**src/rtl/muldiv_unit.sv**
```systemverilog
// Iterative MIPS multiply/divide unit owning HI/LO: one product/quotient bit per cycle.
// Define MULDIV_MADD_EN to build the MADD/MSUB accumulate datapath (ops 100-111).
module muldiv_unit #(
  parameter int WIDTH = 32
) (
  input  logic             clk,
  input  logic             rst_n,
  input  logic             start,
  input  logic [2:0]       op,
  input  logic [WIDTH-1:0] op1,
  input  logic [WIDTH-1:0] op2,
  input  logic             mthi,
  input  logic             mtlo,
  input  logic [WIDTH-1:0] wdata,
  output logic             busy,
  output logic             done,
  output logic             div_zero,
  output logic [WIDTH-1:0] hi,
  output logic [WIDTH-1:0] lo
);

  localparam int CW = $clog2(WIDTH);

  typedef enum logic [1:0] {S_IDLE, S_RUN, S_FIX} state_t;

  state_t           r_state, w_next;
  logic [CW-1:0]    r_cnt;
  logic [1:0]       r_fam;
  logic [WIDTH-1:0] r_op1, r_mag2, r_upper, r_lower;
  logic             r_neg_q, r_neg_r;
  logic             r_busy, r_done, r_div_zero;
  logic [WIDTH-1:0] r_hi, r_lo;

  logic             w_accept, w_is_div, w_div_zero;
  logic             w_neg1, w_neg2;
  logic [WIDTH-1:0] w_mag1, w_mag2;
  logic [WIDTH:0]   w_add, w_trial;
  logic [2*WIDTH-1:0] w_prod, w_prod_s;
  logic [WIDTH-1:0] w_quo, w_rem;

  assign busy     = r_busy;
  assign done     = r_done;
  assign div_zero = r_div_zero;
  assign hi       = r_hi;
  assign lo       = r_lo;

  assign w_accept = (r_state == S_IDLE) && start;
  assign w_is_div = ~r_fam[1] & r_fam[0];

  // Signed ops (op[0]=0) run the engine on magnitudes; signs are re-applied in FIX.
  assign w_neg1 = ~op[0] & op1[WIDTH-1];
  assign w_neg2 = ~op[0] & op2[WIDTH-1];
  assign w_mag1 = w_neg1 ? -op1 : op1;
  assign w_mag2 = w_neg2 ? -op2 : op2;

  assign w_add   = {1'b0, r_upper} + (r_lower[0] ? {1'b0, r_mag2} : '0);
  assign w_trial = {r_upper, r_lower[WIDTH-1]} - {1'b0, r_mag2};

  assign w_prod     = {r_upper, r_lower};
  assign w_prod_s   = r_neg_q ? -w_prod : w_prod;
  assign w_quo      = r_neg_q ? -r_lower : r_lower;
  assign w_rem      = r_neg_r ? -r_upper : r_upper;
  assign w_div_zero = w_is_div && (r_mag2 == '0);

  always_comb begin
    w_next = r_state;
    case (r_state)
      S_IDLE:  if (start) w_next = S_RUN;
      S_RUN:   if (r_cnt == '0) w_next = S_FIX;
      S_FIX:   w_next = S_IDLE;
      default: w_next = S_IDLE;
    endcase
  end

  always_ff @(posedge clk) begin
    if (!rst_n) begin
      r_state    <= S_IDLE;
      r_busy     <= 1'b0;
      r_done     <= 1'b0;
      r_div_zero <= 1'b0;
      r_hi       <= '0;
      r_lo       <= '0;
    end else begin
      r_state    <= w_next;
      r_busy     <= (w_next != S_IDLE);
      r_done     <= (r_state == S_FIX);
      r_div_zero <= (r_state == S_FIX) && w_div_zero;
      if (!r_busy) begin
        if (mthi) r_hi <= wdata;
        if (mtlo) r_lo <= wdata;
      end
      // FIX is always busy, so this never collides with an MTHI/MTLO write.
      if (r_state == S_FIX) begin
        if (w_is_div) begin
          if (w_div_zero) begin
            r_hi <= r_op1;
            r_lo <= '1;
          end else begin
            r_hi <= w_rem;
            r_lo <= w_quo;
          end
        end else if (!r_fam[1]) begin
          {r_hi, r_lo} <= w_prod_s;
        end else begin
`ifdef MULDIV_MADD_EN
          if (r_fam[0]) {r_hi, r_lo} <= {r_hi, r_lo} - w_prod_s;
          else          {r_hi, r_lo} <= {r_hi, r_lo} + w_prod_s;
`endif
        end
      end
    end
  end

  // NOTE: engine registers are loaded on every accept before use, so they carry no reset.
  always_ff @(posedge clk) begin
    if (w_accept) begin
      r_cnt   <= CW'(WIDTH - 1);
      r_fam   <= op[2:1];
      r_op1   <= op1;
      r_mag2  <= w_mag2;
      r_upper <= '0;
      r_lower <= w_mag1;
      r_neg_q <= w_neg1 ^ w_neg2;
      r_neg_r <= w_neg1;
    end else if (r_state == S_RUN) begin
      r_cnt <= r_cnt - CW'(1);
      if (w_is_div) begin
        // Restoring step: bit WIDTH of the trial difference is set when it went negative.
        r_upper <= w_trial[WIDTH] ? {r_upper[WIDTH-2:0], r_lower[WIDTH-1]} : w_trial[WIDTH-1:0];
        r_lower <= {r_lower[WIDTH-2:0], ~w_trial[WIDTH]};
      end else begin
        r_upper <= w_add[WIDTH:1];
        r_lower <= {w_add[0], r_lower[WIDTH-1:1]};
      end
    end
  end

endmodule

```
**config.mk**
```make
export PLATFORM = sky130hd
export DESIGN_NAME = muldiv_unit
export DESIGN_NICKNAME = d
export VERILOG_FILES = /design/src/rtl/muldiv_unit.sv
export SDC_FILE = /design/constraint.sdc
export NUM_CORES = 1
export LEC_CHECK = 0
export CORE_MARGIN = 10
export CORE_UTILIZATION = 45
export CTS_BUF_LIST = sky130_fd_sc_hd__clkbuf_4 sky130_fd_sc_hd__clkbuf_8 sky130_fd_sc_hd__clkbuf_16
export DETAILED_ROUTE_END_ITERATION = 8
export PLACE_DENSITY = 0.66
export REMOVE_ABC_BUFFERS = 1
export SKIP_LAST_GASP = 1
export SLEW_MARGIN = 15
export SYNTH_ARGS = -nofsm -noshare
export SYNTH_HDL_FRONTEND = slang
export SYNTH_SLANG_ARGS = --single-unit
```
**constraint.sdc**
```tcl
create_clock -name clk -period 4.85 [get_ports clk]
set_input_delay 0.485 -clock clk [delete_from_list [all_inputs] [get_ports clk]]
set_output_delay 0.485 -clock clk [all_outputs]
set_load 0.05 [all_outputs]
```
Word-level counts from Yosys, hierarchy flattened
Index checks and enable logic that the tools add are counted.

storage, ports and cells
  flip-flop bits (word level) = 206
  input port bits = 104

operators by class
  add/subtract/negate cells = 8
  equality and inequality tests = 2
  mux-type cells = 26
  bitwise operators = 7
  reductions and logical operators = 8

operators by type and width
  operator             number
  $mux 32              22
  $neg 32->32          4
  $mux 64              1
  $neg 64->64          1
  $add 32x32->33       1
  $sub 33x32->33       1
  $logic_not 32->1     1
  $logic_not 5->1      1
  $sub 5x1->5 const B  1
  $mux 2               2
  $pmux 2 s2           1
  $reduce_bool 2->1    2
  $and 1x1->1          3
  $logic_and 1x1->1    3
  $not 1->1            3
  $eq 2x1->1 const B   1
  $eq 2x2->1 const B   1
  $logic_not 2->1      1
  $xor 1x1->1          1

Longest topological paths before layout
  depth in word-level cells = 6
  gate-level depth with buffers = 14
  mapped depth without buffers = 12

Worst setup path after synthesis
Ideal clock, no wire load.

  path kind = input port to flip-flop
  start point = in start
  end point = reg r_lower[31], data pin
  arrival time = 3.385 ns
  required time = 4.484 ns
  path slack = 1.099 ns
  cell stages on the path = 6
  path through = nand2b_1 -> or2_2 -> clkbuf_1 -> inv_1 -> clkbuf_1 -> o21ai_0

between the ends
  longest elaborated chain between the ends = 2

RTL lines
  what                  line  RTL
  start, declared       8     input logic start,
  $logic_and 1x1->1     47    assign w_accept = (r_state == S_IDLE) && start;
  net w_accept          34    logic w_accept, w_is_div, w_div_zero;
  $mux 32               116   if (w_accept) begin
  end signal, assigned  122   r_lower <= w_mag1;
  end signal, assigned  130   r_lower <= {r_lower[WIDTH-2:0], ~w_trial[WIDTH]};
  end signal, assigned  133   r_lower <= {w_add[0], r_lower[WIDTH-1:1]};
  end, declared         29    logic [WIDTH-1:0] r_op1, r_mag2, r_upper, r_lower;

The timed path passes the listed nets, and every way through them passes these cells.
A chain may end at the register's enable or synchronous reset.

Worst setup path after layout
  start point = reg r_lower[0]
  end point = reg r_upper[30]

between the ends
  longest elaborated chain between the ends = 3

RTL lines
  what                  line  RTL
  $mux 32               56    assign w_add = {1'b0, r_upper} + (r_lower[0] ? {1'b0, r_mag2} : '0);
  $add 32x32->33        56
  $mux 32               127   if (w_is_div) begin
  end signal, assigned  129   r_upper <= w_trial[WIDTH] ? {r_upper[WIDTH-2:0], r_lower[WIDTH-1]} : w_trial[WIDTH-1:0];
  end signal, assigned  132   r_upper <= w_add[WIDTH:1];
  end, declared         29

Every way passes these cells.

==> results.txt <==
* Number of buffer and inverter stages on the critical path: 2
- Width of the chip: about 210 um
* WL met3: 4.85 mm
- The share of total power dissipated in sequential elements is 0.337.
- Static leakage: 7.42 nW
- In the final routed layout, each cell accounts on average for roughly 22 um.
- Number of iterations in the first detailed-routing pass: 9
- Wires add up to 55.2 mm.
- Based on the critical path, the design can be clocked at up to about 260 MHz.
- Synth unique cells: 75
- By instance count, the cell type seen most on the critical path is sky130_fd_sc_hd__o21ai_0.
- Clock edge transition at the registers on the reported setup and hold paths: 0.06 ns
- Clock Latency Late Sink: 0.56 ns
- The final hold violation count was 0.
* Inserted Diodes: 0
- Clock tree root driver cell: sky130_fd_sc_hd__clkbuf_16
* Core area: 34600 sq um
- The floorplan step defined a die boundary enclosing between 40000 and 50000 sq um.
* Critical path launch point type: flip-flop
* Effective utilization at floorplan: 0.457
* Run status: finished clean
- Counting flops and latches in the post-synthesis netlist gives around 210.
- Summed over all failing endpoints, the final setup total negative slack is 0 ns.
- Standard-cell row count: 68
- Among cell families on the critical path, the largest total delay comes from compound AO/OA/AOI/OAI gates.
- Across all setup checks in the final design, the least slack found is between 1 and 1.5 ns.
- Total of max-cap violations: 0
- Total Nets Final: 2210
* Height of the die: 208 um
- After routing the design area is 18800 sq um.
- Switching part of the total power: 0.386
* Number of setup violations in the final report: 0
* DRC violation total after the first TritonRoute iteration: 1624
- Internal power component: ~4.3 mW
- Setup repair after global routing left no endpoint under its margin.
* Worst-case setup slack after placement: 1.09 ns
- Dividing the final minimum period by the clock period gives 0.786.
- Detailed placement ended at an HPWL of 41.1 mm.
- Excluding fillers, the count of instances in the completed layout stands at between 2000 and 3000.
- The critical path is of the reg -> reg type.
- The largest individual stage delay along the critical path comes from the cell sky130_fd_sc_hd__a2111oi_0.
* First-pass GRT wire length: 86.1 mm
- Entering global routing, the biggest net connects 61 pins.
- In this run, post-CTS hold repair placed 0 buffers.
- For this run, the register share of the synthesized area comes to 0.324.
- Mean cell area of the mapped netlist: 8.22 sq um
* Global-route usage over all layers: 0.244
- TritonCTS Buffers: 25
- Placement Cell Area: about 18000 sq um
* Count of H-tree levels built during CTS: 1
* Slowest cell delay on critical path: 0.79 ns
- Sequence of cells on the critical path: clkinv_1, buf_4, nor2_1, ha_1, o21a_1, o21ai_0, a2111oi_0, nor2b_1, a21oi_1, o21ai_0, a311o_1, xnor2_1, o221ai_1
* Clock network fraction of design power: 0.287
- The total overflow left after global routing is 0.
- The routed design could run at a clock period as short as 3.81 ns.
- Final Max Tran Viols: 0
- Setup fix buffers added after clock tree synthesis: 0
- Across all hold checks on the routed design, the worst slack comes to 0.484 ns.
- The worst-case IR drop observed on VDD is 0.000267 V.
- During I/O placement, the number of pins put on the boundary was 171.
- TritonCTS built the clock tree.
- Detailed routing placed a total of between 20 and 25 mm of wire on met2.
* Max Fanout on Critical Path: 26
- Via-per-instance ratio: 6.20
- Synth Warn #: 0
* Worst-Margin Slew: 1.22 ns
- At the worst endpoint, the required time is 5.26 ns.
- In the synthesized netlist the async set-or-reset flop fraction comes to 0.
- For this design the ratio of total power to cell area is about 370 nW/um^2.
* Layout overhead on the synthesized area: 19.0%
- Counting the fill cells in the layout gives 3202.
- Worst min-delay path class: in -> reg
* Final weighted congestion in routability-driven placement: 0.990
* Number of flops mapped to enable cells by yosys: 100
* Cell area after synthesis: 15800 sq um
* Vias in the first global route: 15206
- After detailed placement, the design holds a cell count of 2462.
* Wl on met1: between 20 and 25 mm
- Arrival time at the worst endpoint: ~4.2 ns
- The clock drives 206 sinks.
- The clock passes through at most 3 buffers.
* Number of antenna violations at the first check in global routing: 0
- Topmost layer with routed signal wires: met4
- CTS resizes: 0
- The analysis attributes to net switching a power of 2.70 mW.
- Slew HR: 0.189
- The most used flip-flop cell after synthesis is sky130_fd_sc_hd__dfxtp_1.
* Final clock skew: ~0.0087 ns
* Number of port buffers: 170
- Combinational power share: 0.377
- Once detail routing completed, the nets flagged for antenna violations numbered 0.
* Synthesized instance count: 1924
* DRC: 0
- Share of post-route cells with drive strength above 1: 0.0546
- Via count of the routed design: about 16000
- Category of the worst setup path capture point: flip-flop
sequential cells by signal, indices dropped and copies added, names as in the netlist:
signal and flops:
busy 1, r_op1 32, r_cnt 5, r_upper 32, lo 32, r_mag2 32, r_state 2, done 1
div_zero 1, r_fam 2, r_neg_q 1, hi 32, r_neg_r 1, r_lower 32
worst paths after layout:
path         slack, ns       start           to  cells past startpoint
max               1.04  r_lower[0]  r_upper[30]                     13
min               0.48       op[2]     r_fam[1]                      1
min reg2reg       0.51    r_cnt[4]     r_cnt[4]                      2
max reg2reg       1.04  r_lower[0]  r_upper[30]                     13
logic make-up (layout without fill, tap and decap cells):
group / count (synthesis) / count (layout) / synth area share
simple gates: 634 / 634 / 0.188
compound gates: 528 / 528 / 0.214
flops: 206 / 206 / 0.324
xor+xnor: 200 / 200 / 0.111
buf+inv: 192 / 321 / 0.0460
mux: 92 / 92 / 0.0589
fa+ha+maj: 72 / 72 / 0.0579
layout by cell type, fill, tap and decap left out, drive strengths merged, types with 33 or more instances in the layout:
cell	netlist	routed
nor4	36	36
clkbuf	107	37
nand2	194	194
xor2	107	107
ha	70	70
mux2i	83	83
buf	18	38
inv	65	67
o21ai	128	128
nor2	216	216
a21oi	125	125
nor3	33	33
a31oi	44	44
edfxtp	100	100
xnor2	93	93
a211oi	46	46
clkdlybuf4s50	0	170
dfxtp	106	106
worst register-to-register path, stage by stage (launching register included):
cell and delay, ns:
sky130_fd_sc_hd__edfxtp_1 0.45, sky130_fd_sc_hd__clkinv_1 0.22, sky130_fd_sc_hd__buf_4 0.31, sky130_fd_sc_hd__nor2_1 0.09
sky130_fd_sc_hd__ha_1 0.39, sky130_fd_sc_hd__o21a_1 0.17, sky130_fd_sc_hd__o21ai_0 0.08, sky130_fd_sc_hd__a2111oi_0 0.79
sky130_fd_sc_hd__nor2b_1 0.22, sky130_fd_sc_hd__a21oi_1 0.13, sky130_fd_sc_hd__o21ai_0 0.34, sky130_fd_sc_hd__a311o_1 0.25
sky130_fd_sc_hd__xnor2_1 0.12, sky130_fd_sc_hd__o221ai_1 0.12
through the flow:
step                       util  total power, mW
after global placement    0.519             4.90
after global routing      0.544             7.33
after CTS                 0.544             6.93
after detailed placement  0.519             4.93
after floorplan               -             4.11
final                     0.544             6.98
metal layers:
layer,vias to the layer above,global-route usage
li1,7261,-
met1,7451,0.324
met2,714,0.384
met3,131,0.0543
met4,0,0.0798
met5,-,0
Yosys cell counts (all sizes together) (19+ instances only):
cell	count	share of area
xor2	107	0.059
o31ai	27	0.013
nand2b	20	0.0079
dfxtp	106	0.13
a211oi	46	0.022
o221ai	19	0.011
xnor2	93	0.051
mux2i	83	0.053
nor2	216	0.051
nor3	33	0.011
o21ai	128	0.041
nand3	26	0.0082
nand2	194	0.046
nor4	36	0.015
clkbuf	107	0.025
edfxtp	100	0.19
ha	70	0.055
a21o	20	0.0095
inv	65	0.015
a31oi	44	0.017
a21oi	125	0.040
layout make-up:
class                      count  area, sq um  share of cell area
sequential                   206         5120               0.272
timing repair buffer         208         2010               0.107
multi-input combinational   1526        10000               0.531
clock inverter                 9          113             0.00598
tap                          455          569              0.0302
clock buffer                  37          758              0.0403
inverter                      67          251              0.0134
power by group through the flow:
stage               Sequential [mW]  Combinational [mW]  Clock [mW]
floorplan                      2.39                1.72           0
global placement               2.36                2.53           0
detailed placement             2.37                2.56           0
CTS                            2.34                2.58        2.01
global route                   2.37                2.88        2.08
finish                         2.35                2.63        2.00
Power figures use the tool's default switching activity.
